==> src/rtl/req_chan_pkg.sv <==
// Shared definitions for the second-generation request-channel master:
// FSM state encoding and the fixed atomic-op code.
package req_chan_pkg;

  typedef enum logic [1:0] {
    REQC_MIDLE = 2'b00,
    REQC_MAREQ = 2'b01,
    REQC_MBOUT = 2'b10,
    REQC_MDEFO = 2'b11
  } reqc_state_e;

  localparam logic [5:0] ATOP_NONE = 6'b000000;

endpackage

==> src/rtl/sfifo_sr.sv <==
// Parametrised synchronous FIFO with synchronous active-high reset.
// Writes while full and reads while empty are ignored.
module sfifo_sr #(
  parameter int WIDTH  = 8,
  parameter int QAW    = 2,
  parameter int QDEPTH = 4
) (
  input  logic             clk,
  input  logic             rst,
  input  logic             wen,
  input  logic [WIDTH-1:0] wdata,
  input  logic             ren,
  output logic [WIDTH-1:0] rdata,
  output logic             full,
  output logic             empty,
  output logic [QAW:0]     count
);

  logic [WIDTH-1:0] mem_r [QDEPTH];
  logic [QAW-1:0]   wr_ptr_r;
  logic [QAW-1:0]   rd_ptr_r;
  logic [QAW:0]     count_r;
  logic             push_s;
  logic             pop_s;

  assign full   = (count_r == (QAW+1)'(QDEPTH));
  assign empty  = (count_r == {(QAW+1){1'b0}});
  assign count  = count_r;
  assign rdata  = mem_r[rd_ptr_r];
  assign push_s = wen & ~full;
  assign pop_s  = ren & ~empty;

  // Storage array; contents need no reset since count gates visibility.
  always_ff @(posedge clk) begin
    if (push_s) begin
      mem_r[wr_ptr_r] <= wdata;
    end
  end

  // Pointers and occupancy.
  always_ff @(posedge clk) begin
    if (rst) begin
      wr_ptr_r <= {QAW{1'b0}};
      rd_ptr_r <= {QAW{1'b0}};
      count_r  <= {(QAW+1){1'b0}};
    end else begin
      if (push_s) begin
        wr_ptr_r <= wr_ptr_r + 1'b1;
      end
      if (pop_s) begin
        rd_ptr_r <= rd_ptr_r + 1'b1;
      end
      case ({push_s, pop_s})
        2'b10:   count_r <= count_r + 1'b1;
        2'b01:   count_r <= count_r - 1'b1;
        default: count_r <= count_r;
      endcase
    end
  end

endmodule

==> src/rtl/req_chan_mngr2.sv <==
// Request-channel master: queues requests, arbitrates, issues address bursts
// under an outstanding-credit limit. Optional overflow flag: REQC_OVF_CHK_EN.
module req_chan_mngr2
  import req_chan_pkg::*;
#(
  parameter int                MIDW      = 2,
  parameter logic [MIDW-1:0]   REQC_M_ID = 2'b00,
  parameter int                TIDW      = 2,
  parameter int                AW        = 32,
  parameter int                DW        = 128,
  parameter int                QDEPTH    = 4,
  parameter int                QAW       = 2,
  parameter int                MAX_OUTST = 4,
  parameter int                BURST_MAX = 4
) (
  input  logic                 clk,
  input  logic                 rst,
  output logic                 req_rq,
  input  logic                 gnt_rq,
  output logic                 a_valid,
  input  logic                 a_ready,
  output logic [MIDW+TIDW-1:0] a_id,
  output logic [AW-1:0]        a_addr,
  output logic [5:0]           a_atop,
  input  logic                 start_rq,
  input  logic [AW-1:0]        in_addr,
  input  logic [DW/8-1:0]      in_mask,
  input  logic [DW-1:0]        in_data,
  output logic                 in_full,
  output logic                 next_rq,
  output logic [MIDW+TIDW-1:0] next_id,
  output logic [DW/8-1:0]      next_mask,
  output logic [DW-1:0]        next_data,
  input  logic                 ren_id_data,
  input  logic                 cmpl_vld,
  output logic                 err_ovf
);

  localparam int MW  = DW / 8;
  localparam int AQW = TIDW + AW;
  localparam int DQW = TIDW + MW + DW;
  localparam int BCW = $clog2(BURST_MAX + 1);
  localparam logic [TIDW:0] OUTST_LIM = (TIDW+1)'(MAX_OUTST);

  reqc_state_e    state_r, state_nxt_s;
  logic [TIDW-1:0] tid_r;
  logic [TIDW:0]  outst_r, outst_nxt_s;
  logic [BCW-1:0] bcnt_r;
  logic [AQW-1:0] a_rdata_s;
  logic [DQW-1:0] d_rdata_s;
  logic           a_full_s, a_empty_s, d_full_s, d_empty_s;
  logic [QAW:0]   a_cnt_s, d_cnt_s;
  logic           enq_s, next_rq_s, cmpl_dec_s, credit_ok_s, stay_s;
  logic           unused_s;

  assign in_full     = a_full_s | d_full_s;
  assign enq_s       = start_rq & ~in_full;
  assign next_rq_s   = a_valid & a_ready;
  assign cmpl_dec_s  = cmpl_vld & (outst_r != {(TIDW+1){1'b0}});
  assign credit_ok_s = (outst_r < OUTST_LIM);
  assign stay_s      = (a_cnt_s >= (QAW+1)'(2))
                     && ((32'(bcnt_r) + 32'd1) < 32'(BURST_MAX))
                     && (outst_nxt_s < OUTST_LIM);
  assign unused_s    = ^{d_empty_s, d_cnt_s};

  sfifo_sr #(.WIDTH(AQW), .QAW(QAW), .QDEPTH(QDEPTH)) u_addr_q (
    .clk(clk), .rst(rst), .wen(enq_s), .wdata({tid_r, in_addr}),
    .ren(next_rq_s), .rdata(a_rdata_s), .full(a_full_s), .empty(a_empty_s),
    .count(a_cnt_s)
  );

  sfifo_sr #(.WIDTH(DQW), .QAW(QAW), .QDEPTH(QDEPTH)) u_data_q (
    .clk(clk), .rst(rst), .wen(enq_s), .wdata({tid_r, in_mask, in_data}),
    .ren(ren_id_data), .rdata(d_rdata_s), .full(d_full_s), .empty(d_empty_s),
    .count(d_cnt_s)
  );

  assign req_rq    = (state_r == REQC_MAREQ);
  assign a_valid   = (state_r == REQC_MBOUT);
  assign a_addr    = a_rdata_s[AW-1:0];
  assign a_id      = {REQC_M_ID, a_rdata_s[AQW-1 -: TIDW]};
  assign a_atop    = ATOP_NONE;
  assign next_rq   = next_rq_s;
  assign next_id   = {REQC_M_ID, d_rdata_s[DQW-1 -: TIDW]};
  assign next_mask = d_rdata_s[DW +: MW];
  assign next_data = d_rdata_s[DW-1:0];

  // Outstanding count: a simultaneous issue and completion cancel out.
  always_comb begin
    outst_nxt_s = outst_r;
    case ({next_rq_s, cmpl_dec_s})
      2'b10:   outst_nxt_s = outst_r + 1'b1;
      2'b01:   outst_nxt_s = outst_r - 1'b1;
      default: outst_nxt_s = outst_r;
    endcase
  end

  // Next-state logic; DEFO only reachable through an illegal encoding.
  always_comb begin
    state_nxt_s = state_r;
    case (state_r)
      REQC_MIDLE: begin
        if (!a_empty_s && credit_ok_s) state_nxt_s = REQC_MAREQ;
        else                           state_nxt_s = REQC_MIDLE;
      end
      REQC_MAREQ: begin
        if (gnt_rq) state_nxt_s = REQC_MBOUT;
        else        state_nxt_s = REQC_MAREQ;
      end
      REQC_MBOUT: begin
        if (a_ready && stay_s) state_nxt_s = REQC_MBOUT;
        else if (a_ready)      state_nxt_s = REQC_MIDLE;
        else                   state_nxt_s = REQC_MBOUT;
      end
      REQC_MDEFO: state_nxt_s = REQC_MDEFO;
      default:    state_nxt_s = REQC_MDEFO;
    endcase
  end

  // State, transaction ID, credit and burst counters.
  always_ff @(posedge clk) begin
    if (rst) begin
      state_r <= REQC_MIDLE;
      tid_r   <= {TIDW{1'b0}};
      outst_r <= {(TIDW+1){1'b0}};
      bcnt_r  <= {BCW{1'b0}};
    end else begin
      state_r <= state_nxt_s;
      outst_r <= outst_nxt_s;
      if (enq_s) tid_r <= tid_r + 1'b1;
      if (state_r == REQC_MAREQ && gnt_rq) bcnt_r <= {BCW{1'b0}};
      else if (next_rq_s)                  bcnt_r <= bcnt_r + 1'b1;
    end
  end

`ifdef REQC_OVF_CHK_EN
  logic err_ovf_r;
  assign err_ovf = err_ovf_r;

  // Sticky record of a request dropped because a queue was full.
  always_ff @(posedge clk) begin
    if (rst)                      err_ovf_r <= 1'b0;
    else if (start_rq && in_full) err_ovf_r <= 1'b1;
  end
`else
  assign err_ovf = 1'b0;
`endif

endmodule

==> config.mk <==
export PLATFORM = sky130hd
export DESIGN_NAME = req_chan_mngr2
export DESIGN_NICKNAME = d
export VERILOG_FILES = /design/src/rtl/req_chan_pkg.sv /design/src/rtl/sfifo_sr.sv /design/src/rtl/req_chan_mngr2.sv
export SDC_FILE = /design/constraint.sdc
export NUM_CORES = 1
export LEC_CHECK = 0
export ABC_AREA = 0
export BUFFER_PORTS_ARGS = -buffer_cell sky130_fd_sc_hd__buf_2
export CAP_MARGIN = 20
export CORE_MARGIN = 3
export CORE_UTILIZATION = 30
export DETAILED_ROUTE_END_ITERATION = 7
export SYNTH_ARGS = -nofsm -noshare
export SYNTH_HDL_FRONTEND = slang
export SYNTH_HIERARCHICAL = 1
export SYNTH_SLANG_ARGS = --single-unit
==> constraint.sdc <==
create_clock -name clk -period 9.66 [get_ports clk]
set_clock_uncertainty 0.2 [all_clocks]
set_input_delay 0.483 -clock clk [delete_from_list [all_inputs] [get_ports clk]]
set_output_delay 0.483 -clock clk [all_outputs]
set_load 0.01 [all_outputs]
==> results of run 1 <==
## per-stage QoR
| step | hold WS, ns | total power [W] | cell area [um^2] |
|---|---|---|---|
| CTS | 0.000658 | 0.00926 | 35100 |
| floorplan | 0.259 | 0.00537 | 27600 |
| finish | 0.0650 | 0.00909 | 35100 |
| detailed placement | 0.271 | 0.00611 | 30700 |
| global placement | 0.268 | 0.00607 | 30700 |
| global route | 0.0450 | 0.00952 | 35100 |
## cells in the mapped netlist (4+ instances only)
cell type	count	area [um^2]
nand2b_1	6	37.5
o21ai_0	9	45.0
or3_1	7	43.8
ha_1	12	150
a21oi_1	10	50.1
xor2_1	9	78.8
mux4_2	176	3960
edfxtp_1	720	21600
buf_6	6	67.6
buf_2	18	90.1
mux4_1	4	105
inv_1	17	63.8
mux2i_1	4	40.0
buf_4	22	165
and2_1	10	62.6
dfxtp_1	28	561
nor2_1	21	78.8
## layout by cell type, fill, tap and decap left out, types with 11 or more instances in the layout
master         count
buf_4             17
clkbuf_1          13
conb_1            11
dlygate4sd3_1    177
nor2_1            21
mux4_2           176
clkinv_1          19
inv_1             17
buf_2            366
dfxtp_1           25
ha_1              12
clkbuf_16         84
edfxtp_1         720
## registers in the layout (all words and copies together), names as in the netlist, named ones only
signal,cells
bcnt_r,3
u_data_q/wr_ptr_r,2
u_addr_q/count,3
state_r,2
tid_r,2
u_data_q/count,3
u_addr_q/wr_ptr_r,2
u_data_q/mem_r,584
u_addr_q/mem_r,136
u_addr_q/rd_ptr_r,2
outst_r,3
u_data_q/rd_ptr_r,2
## kinds of logic after synthesis
kind of cell               after synthesis  share of synthesized area
other                                    1                   0.000136
and+or+nand+nor                         61                     0.0126
adders and majority gates               15                    0.00762
muxes                                  184                      0.149
xor gates and xnor gates                12                    0.00381
DFF                                    748                      0.804
AOI/OAI and AO/OA                       25                    0.00563
buffers and inverters                   71                     0.0169
## worst min path at each step
stage,start,end,slack (ns),cells past startpoint
after global placement,u_data_q/rd_ptr_r[1],flip-flop,0.27,2
after global routing,a_ready,bcnt_r[2],0.04,4
after detailed placement,u_data_q/rd_ptr_r[1],flip-flop,0.27,2
after floorplan,u_addr_q/rd_ptr_r[1],flip-flop,0.26,2
final,ren_id_data,u_data_q/rd_ptr_r[0],0.07,4
after CTS,ren_id_data,flip-flop,0.0007,4
## area by class of cell
type                            count  share of cell area
Inverter                           17             0.00182
Timing Repair Buffer              561               0.107
Sequential cell                   748               0.632
Multi-Input combinational cell    308               0.142
Clock buffer                       99              0.0620
Tap cell                         1176              0.0419
Antenna cell                        5            0.000356
Clock inverter                     49              0.0137
## worst max-delay path, delay by kind of cell (launching register included)
family | cells | cell delay, ns
flops | 1 | 0.56
mux | 1 | 0.63
buf+inv | 2 | 0.97
## routing by layer
metal,up-vias,global-route usage,part of all wire
met5,-,0,0.0013
li1,5913,-,-
met1,6822,0.153,0.40
met3,106,0.0450,0.084
met4,12,0.0438,0.027
met2,374,0.201,0.48
## power groups by stage
| stage | logic [W] | registers [W] | clock network [W] |
|---|---|---|---|
| floorplan | 0.00118 | 0.00419 | 0 |
| global placement | 0.00188 | 0.00418 | 0 |
| detailed placement | 0.00190 | 0.00421 | 0 |
| CTS | 0.00197 | 0.00414 | 0.00315 |
| global route | 0.00207 | 0.00417 | 0.00329 |
| finish | 0.00190 | 0.00413 | 0.00306 |
==> out/qor.txt, run 1 <==
status -> finished, final reports clean
fill count -> 8135
Mapped Area -> 0.0276 mm^2
cells after synthesis -> 1117
Yosys reg bits -> 748
post_cts resized -> 0
pin count of the biggest net entering global routing -> 89
Post-Layout Cell Count -> 2963
final core utilization -> 0.388
r2r worst-path depth -> 6
postcts setup bufs -> 0
total wire length -> 59400 um
row count -> 110
root buf cell -> clkbuf_16
drt pass-1 iters -> 4
Worst-Skew Late Latency -> 0.62 ns
core area -> 0.0906 mm^2
starting density of the core -> 0.305
top_reg_cell synth -> edfxtp_1
total die area -> 0.0956 mm^2
number of enable flip-flop cells after synthesis -> 720
CP required -> 8.98 ns
worst reg2reg setup slack -> 6.29 ns
# DRC -> 0
Power Density -> 259 mW/mm^2
fin nets -> 1917
count of cell types in the netlist -> 41
HP Class -> in2reg
Tmin final -> 3.52 ns
CP max FO -> 45
number of port buffers -> 366
DRT iter0 DRCs -> 804
footprint of the multi-input gates -> 0.00498 mm^2
final hold violation count -> 0
Arr. time, crit path -> 2.84 ns
Die Y -> 309 um
switch share -> 0.267
final setup margin -> 6.14 ns
Seq pwr share -> 0.455
CP Launch Type -> flip-flop
Pint -> 0.00666 W
clock network fraction of total power -> 0.336
total number of yosys warnings -> 6
slowest stage delay, CP -> 0.81 ns
Switch Pwr -> 0.00243 W
RSZ-0062 raised after global routing -> no
first-pass GRT wire length -> 89400 um
Die W -> 309 um
part of the power in combinational logic -> 0.209
worst flop-to-flop path endpoint -> u_data_q/mem_r[1][85]
average cell area after synthesis -> 24.7 um^2
clock buffer depth -> 3
WS Path Type -> reg2out
Clock Sink Count -> 748
cts bufs inserted -> 83
pin slew with the least headroom to its limit -> 0.992 ns
fin crit share -> 0.365
vias in the first global route -> 14600
crit end category -> output pin
DPL Wire Length -> 36300 um
CTS tree -> built
Post-DRT Antenna Nets -> 0
Wirelength per Cell -> 20.0 um
area added between synthesis and finish -> 27.4%
Fmax achieved -> 284 MHz
number of placed cells counting well taps -> 2633
Worst-path clk slew -> 0.06 ns
sequential area share after synthesis -> 0.804
Final Max Tran Viols -> 0
initial antenna violation count -> 10
GRT Total Usage -> 0.124
Ports -> 378
crit-path cells -> buf_4 > mux4_2 > buf_2
total gr overflow -> 0
Post-CTS Hold Buffers -> 177
FF+latch area -> 0.0222 mm^2
Pleak -> 11.8 nW
vias per std cell -> 4.46
share of cells above drive strength 1 -> 0.387
max capacitance violation total -> 0
Via Count -> 13200
Peak VDD IR -> 0.178 mV
share of flip-flops with an asynchronous set or reset -> 0
accumulated negative setup slack -> 0 ns
crit path to -> next_data[9]
final count of negative-setup-slack endpoints -> 0
FF-to-FF Start -> u_data_q/count[0]
CP max-delay cell -> buf_4
routability congestion estimate -> 0.734
H-tree levels -> 3
Slew HR -> 0.339
Place WS -> 6.20 ns
(Power assumes the default switching activity.)
==> run 2: changes to the inputs <==
--- a/config.mk
+++ b/config.mk
@@ -5,7 +5,7 @@
 export SDC_FILE = /design/constraint.sdc
 export NUM_CORES = 1
 export LEC_CHECK = 0
-export ABC_AREA = 0
+export ABC_AREA = 1
 export BUFFER_PORTS_ARGS = -buffer_cell sky130_fd_sc_hd__buf_2
 export CAP_MARGIN = 20
 export CORE_MARGIN = 3
==> constraint.sdc (replaced) <==
create_clock -name clk -period 3.3 [get_ports clk]
set_clock_uncertainty 0.2 [all_clocks]
set_input_delay 0.165 -clock clk [delete_from_list [all_inputs] [get_ports clk]]
set_output_delay 0.165 -clock clk [all_outputs]
set_load 0.01 [all_outputs]
==> run 2 against run 1 <==
  * Critical path depth is 2 higher
  * Worst hold slack worse by 0.0017 ns
  * Via count increased by 34%
  * Largest power group unchanged
  * Highest routed layer is now met4
==> out/qor.txt, run 2 <==
status -> finished, final reports clean
cells after synthesis -> 1967
DRT met1 WL -> 29000 um
largest register by flop count -> u_data_q/mem_r
total number of yosys warnings -> 6
clock network fraction of total power -> 0.326
initial antenna violation count -> 8
postcts setup bufs -> 0
root buf cell -> clkbuf_16
dpl cell area -> 0.0315 mm^2
share of cells above drive strength 1 -> 0.214
post-route cell area -> 0.0360 mm^2
WL met3 -> 5560 um
Via Count -> 17700
DRT iter0 DRCs -> 1309
DR WL met2 -> 32900 um
final hold violation count -> 0
Clock Sink Count -> 748
pin slew with the least headroom to its limit -> 0.793 ns
critical path buffer and inverter count -> 3
pin count of the biggest net entering global routing -> 147
Die W -> 312 um
Tmin final -> 2.85 ns
Wirelength per Cell -> 17.9 um
crit-path cells -> inv_8 > buf_12 > nor2_1 > o22ai_1 > buf_2
max capacitance violation total -> 0
GRT Total Usage -> 0.138
H-tree levels -> 3
Fmax achieved -> 350 MHz
total die area -> 0.0975 mm^2
total gr overflow -> 0
final count of negative-setup-slack endpoints -> 0
Worst path top cell family by delay -> buffers and inverters
starting density of the core -> 0.305
Switch Pwr -> 0.00828 W
FF+latch area -> 0.0222 mm^2
Peak VDD IR -> 0.542 mV
Place WS -> 0.776 ns
vias in the first global route -> 17900
footprint of the multi-input gates -> 0.00515 mm^2
Pleak -> 12.6 nW
switch share -> 0.305
RSZ-0062 raised after global routing -> no
WS Path Type -> reg2out
total wire length -> 68800 um
CP max-delay cell -> dfxtp_4
fill count -> 8612
Worst-Skew Late Latency -> 0.63 ns
Final Max Tran Viols -> 0
HP Class -> in2reg
Top Registers -> u_data_q/mem_r x584, u_addr_q/mem_r x136
final setup margin -> 0.445 ns
drt pass-1 iters -> 5
row count -> 111
Slew HR -> 0.471
fin crit share -> 0.865
area added between synthesis and finish -> 27.9%
routability congestion estimate -> 0.744
Worst-path clk slew -> 0.06 ns
crit end category -> output pin
Pint -> 0.0189 W
max reg flops -> 584
Ports -> 378
core area -> 0.0924 mm^2
# DRC -> 0
Die Y -> 312 um
highest routed layer -> met4
most frequent cells in the layout -> edfxtp_1, nor2_1, buf_2
slowest stage delay, CP -> 0.44 ns
CP Launch Type -> flip-flop
CP max FO -> 84
Hold WS -> 0.0633 ns
vias per std cell -> 4.62
most common cell after layout, fill and taps aside -> edfxtp_1
part of the power in combinational logic -> 0.231
first-pass GRT wire length -> 105000 um
average cell area after synthesis -> 14.3 um^2
Power Density -> 755 mW/mm^2
Post-DRT Antenna Nets -> 0
CTS tree -> built
clock buffer depth -> 3
DPL Wire Length -> 39500 um
Seq pwr share -> 0.443
number of port buffers -> 366
fin nets -> 2720
CP required -> 2.93 ns
Arr. time, crit path -> 2.49 ns
Mapped Area -> 0.0281 mm^2
cts bufs inserted -> 82
## run 2: per-stage QoR
stage	util	TNS (ns)	std cells	total power, W
after global routing	0.390	0	3831	0.0286
final	0.390	0	3836	0.0272
after detailed placement	0.341	0	3495	0.0184
after CTS	0.390	0	3828	0.0275
after floorplan	-	-227.53	1977	0.0157
after global placement	0.341	0	3495	0.0184
## run 2: worst reg2reg max path: cells and delay by family, from the launching register on
kind,cells,cell delay [ns]
flip-flops,1,0.34
buffers and inverters,2,0.63
adder cells (fa/ha/maj),2,0.62
AO/OA/AOI/OAI,2,0.36
AND/OR/NAND/NOR,6,0.38
## run 2: path summary, 6_finish.rpt
path               start                    end  slack, ns  depth (start not counted)
max reg2reg   outst_r[0]             state_r[1]       0.66                         12
max            flip-flop          next_data[10]       0.45                          5
min          in_data[41]  u_data_q/mem_r[1][41]       0.06                          2
min reg2reg    bcnt_r[1]              bcnt_r[1]       0.29                          2
## run 2: layout make-up
| type | count | area share |
|---|---|---|
| multi-input combinational | 1046 | 0.143 |
| inverter | 55 | 0.00608 |
| clock inverter | 50 | 0.0146 |
| antenna | 8 | 0.000556 |
| sequential | 748 | 0.617 |
| timing repair buffer | 589 | 0.117 |
| clock buffer | 97 | 0.0586 |
| tap | 1243 | 0.0432 |
## run 2: metal layers
metal	vias up	global-route usage
li1	8470	-
met1	8645	0.172
met2	516	0.230
met3	89	0.0440
met4	0	0.0409
met5	-	0
## run 2: power by group through the flow
stage | registers (W) | logic (W) | clock network, W
floorplan | 0.0122 | 0.00354 | 0
CTS | 0.0120 | 0.00640 | 0.00908
global placement | 0.0122 | 0.00616 | 0
global route | 0.0121 | 0.00694 | 0.00947
finish | 0.0120 | 0.00627 | 0.00885
detailed placement | 0.0122 | 0.00619 | 0
## run 2: repair_timing
item,4_1_cts,5_1_grt
setup endpoints to repair,0,0
hold endpoints to repair,732,0
hold buffers,186,0
gates resized for setup,0,0
==> run 3: changes to the inputs <==
--- a/config.mk
+++ b/config.mk
@@ -8,6 +8,7 @@
 export ABC_AREA = 1
 export BUFFER_PORTS_ARGS = -buffer_cell sky130_fd_sc_hd__buf_2
 export CAP_MARGIN = 20
+export CORE_ASPECT_RATIO = 0.6
 export CORE_MARGIN = 3
 export CORE_UTILIZATION = 30
 export DETAILED_ROUTE_END_ITERATION = 7
==> run 3 against run 2 <==
  * Sequential power about the same
  * First-iteration DRC count down 13%
  * Count of clock-buffer cells in the layout is 14 lower
==> out/qor.txt, run 3 (same netlist as run 2, synthesis figures left out) <==
total die area -> 0.0976 mm^2
CP required -> 2.93 ns
Fmax achieved -> 349 MHz
H-tree levels -> 3
largest register by flop count -> u_data_q/mem_r
first-pass GRT wire length -> 105000 um
final count of negative-setup-slack endpoints -> 0
crit end category -> output pin
vias in the first global route -> 17400
Ports -> 378
RSZ-0062 raised after global routing -> no
row count -> 86
Power Density -> 747 mW/mm^2
WS Path Type -> reg2out
FF-to-FF Start -> outst_r[0]
Final Max Tran Viols -> 0
Post-DRT Antenna Nets -> 0
worst reg2reg setup slack -> 0.66 ns
post_cts resized -> 0
Die W -> 401 um
CP Launch Type -> flip-flop
final hold violation count -> 0
postcts setup bufs -> 0
fill count -> 8608
GRT Total Usage -> 0.138
DPL Wire Length -> 38900 um
CP max FO -> 139
routability congestion estimate -> 0.741
clock buffer depth -> 3
Wirelength per Cell -> 17.9 um
max reg flops -> 584
max capacitance violation total -> 0
Post-Layout Cell Count -> 3802
most frequent cells in the layout -> edfxtp_1, nor2_1, buf_2
Place WS -> 0.772 ns
DRT iter0 DRCs -> 1135
share of cells above drive strength 1 -> 0.214
most common cell after layout, fill and taps aside -> edfxtp_1
total wire length -> 68100 um
initial antenna violation count -> 4
r2r worst-path depth -> 12
final core utilization -> 0.386
Pleak -> 12.5 nW
worst flop-to-flop path endpoint -> state_r[1]
Pint -> 0.0186 W
root buf cell -> clkbuf_16
fin crit share -> 0.868
Clock Sink Count -> 748
part of the power in combinational logic -> 0.233
drt pass-1 iters -> 5
pin slew with the least headroom to its limit -> 0.733 ns
Worst-Skew Late Latency -> 0.64 ns
Worst-path clk slew -> 0.06 ns
clock network fraction of total power -> 0.316
core area -> 0.0924 mm^2
total gr overflow -> 0
crit path to -> next_mask[4]
Die Y -> 243 um
starting density of the core -> 0.304
# DRC -> 0
Peak VDD IR -> 0.368 mV
number of port buffers -> 366
cts bufs inserted -> 73
CTS tree -> built
fin nets -> 2710
Seq pwr share -> 0.451
area added between synthesis and finish -> 26.8%
final setup margin -> 0.437 ns
Tmin final -> 2.86 ns
Hold WS -> 0.0738 ns
vias per std cell -> 4.60
Via Count -> 17500
status -> finished, final reports clean
total power -> 0.0267 W
HP Class -> in2reg
pin count of the biggest net entering global routing -> 140
number of placed cells counting well taps -> 3485
Top Registers -> u_data_q/mem_r x584, u_addr_q/mem_r x136
switch share -> 0.303
Slew HR -> 0.511
Arr. time, crit path -> 2.50 ns
Switch Pwr -> 0.00809 W
==> run 3: cell types whose count changed in the layout (fill, tap and decap cells not counted), moves of 2 or more <==
cell	delta
clkinv_16	-3
clkbuf_16	-8
clkbuf_1	-7
buf_4	+4
bufinv_16	+2
buf_12	-3
diode_2	-6
clkinv_1	-3
dlygate4sd3_1	-2
clkinvlp_4	+2
inv_6	+2
==> run 3: worst min path at each step <==
stage,endpoint,cells past startpoint,start
after CTS,u_addr_q/mem_r[0][4],2,in_addr[4]
after global placement,u_data_q/mem_r[1][96],1,in_data[96]
after global routing,u_data_q/mem_r[0][46],2,in_data[46]
final,u_addr_q/mem_r[0][4],2,in_addr[4]
after detailed placement,u_data_q/mem_r[1][64],1,in_data[64]
after floorplan,state_r[1],1,rst
==> run 3: layer usage <==
layer | vias up | track usage | wire (um)
met5 | - | 0 | 21
met4 | 4 | 0.0413 | 1650
met3 | 105 | 0.0336 | 3740
met2 | 437 | 0.218 | 31800
met1 | 8527 | 0.188 | 30800
li1 | 8426 | - | -
==> run 3: per-stage QoR <==
| stage | area (um^2) | TNS, ns |
|---|---|---|
| 6_report | 35700 | 0 |
| 3_3_place_gp | 31400 | 0 |
| 4_1_cts | 35700 | 0 |
| 5_1_grt | 35700 | 0 |
| 2_1_floorplan | 28200 | -227.53 |
| 3_5_place_dp | 31400 | 0 |
==> run 3: power by group through the flow <==
stage	clock network (W)	registers [W]	logic, W
detailed placement	0	0.0122	0.00614
global route	0.00904	0.0121	0.00685
floorplan	0	0.0122	0.00354
global placement	0	0.0122	0.00611
CTS	0.00868	0.0120	0.00634
finish	0.00841	0.0120	0.00621
==> run 3: worst max-delay path, cell delays in order, from the launching register on <==
cell and delay, ns:
dfxtp_4 0.50, buf_12 0.43, o21ai_0 0.19, o22ai_1 0.37, buf_2 0.21
==> run 3: final cells by class <==
type                       count  area [um^2]  area share
clock inverter                48          494      0.0139
clock buffer                  83         1900      0.0531
tap                         1232         1540      0.0432
sequential                   748        22200       0.622
multi-input combinational   1046         5150       0.144
inverter                      55          221     0.00621
antenna                        2         5.00    0.000140
timing repair buffer         588         4170       0.117
==> run 3: repair_timing <==
item | 4_1_cts | 5_1_grt
hold buffers | 184 | 0
endpoints found under the setup margin | 0 | 0
endpoints found under the hold margin | 732 | 0
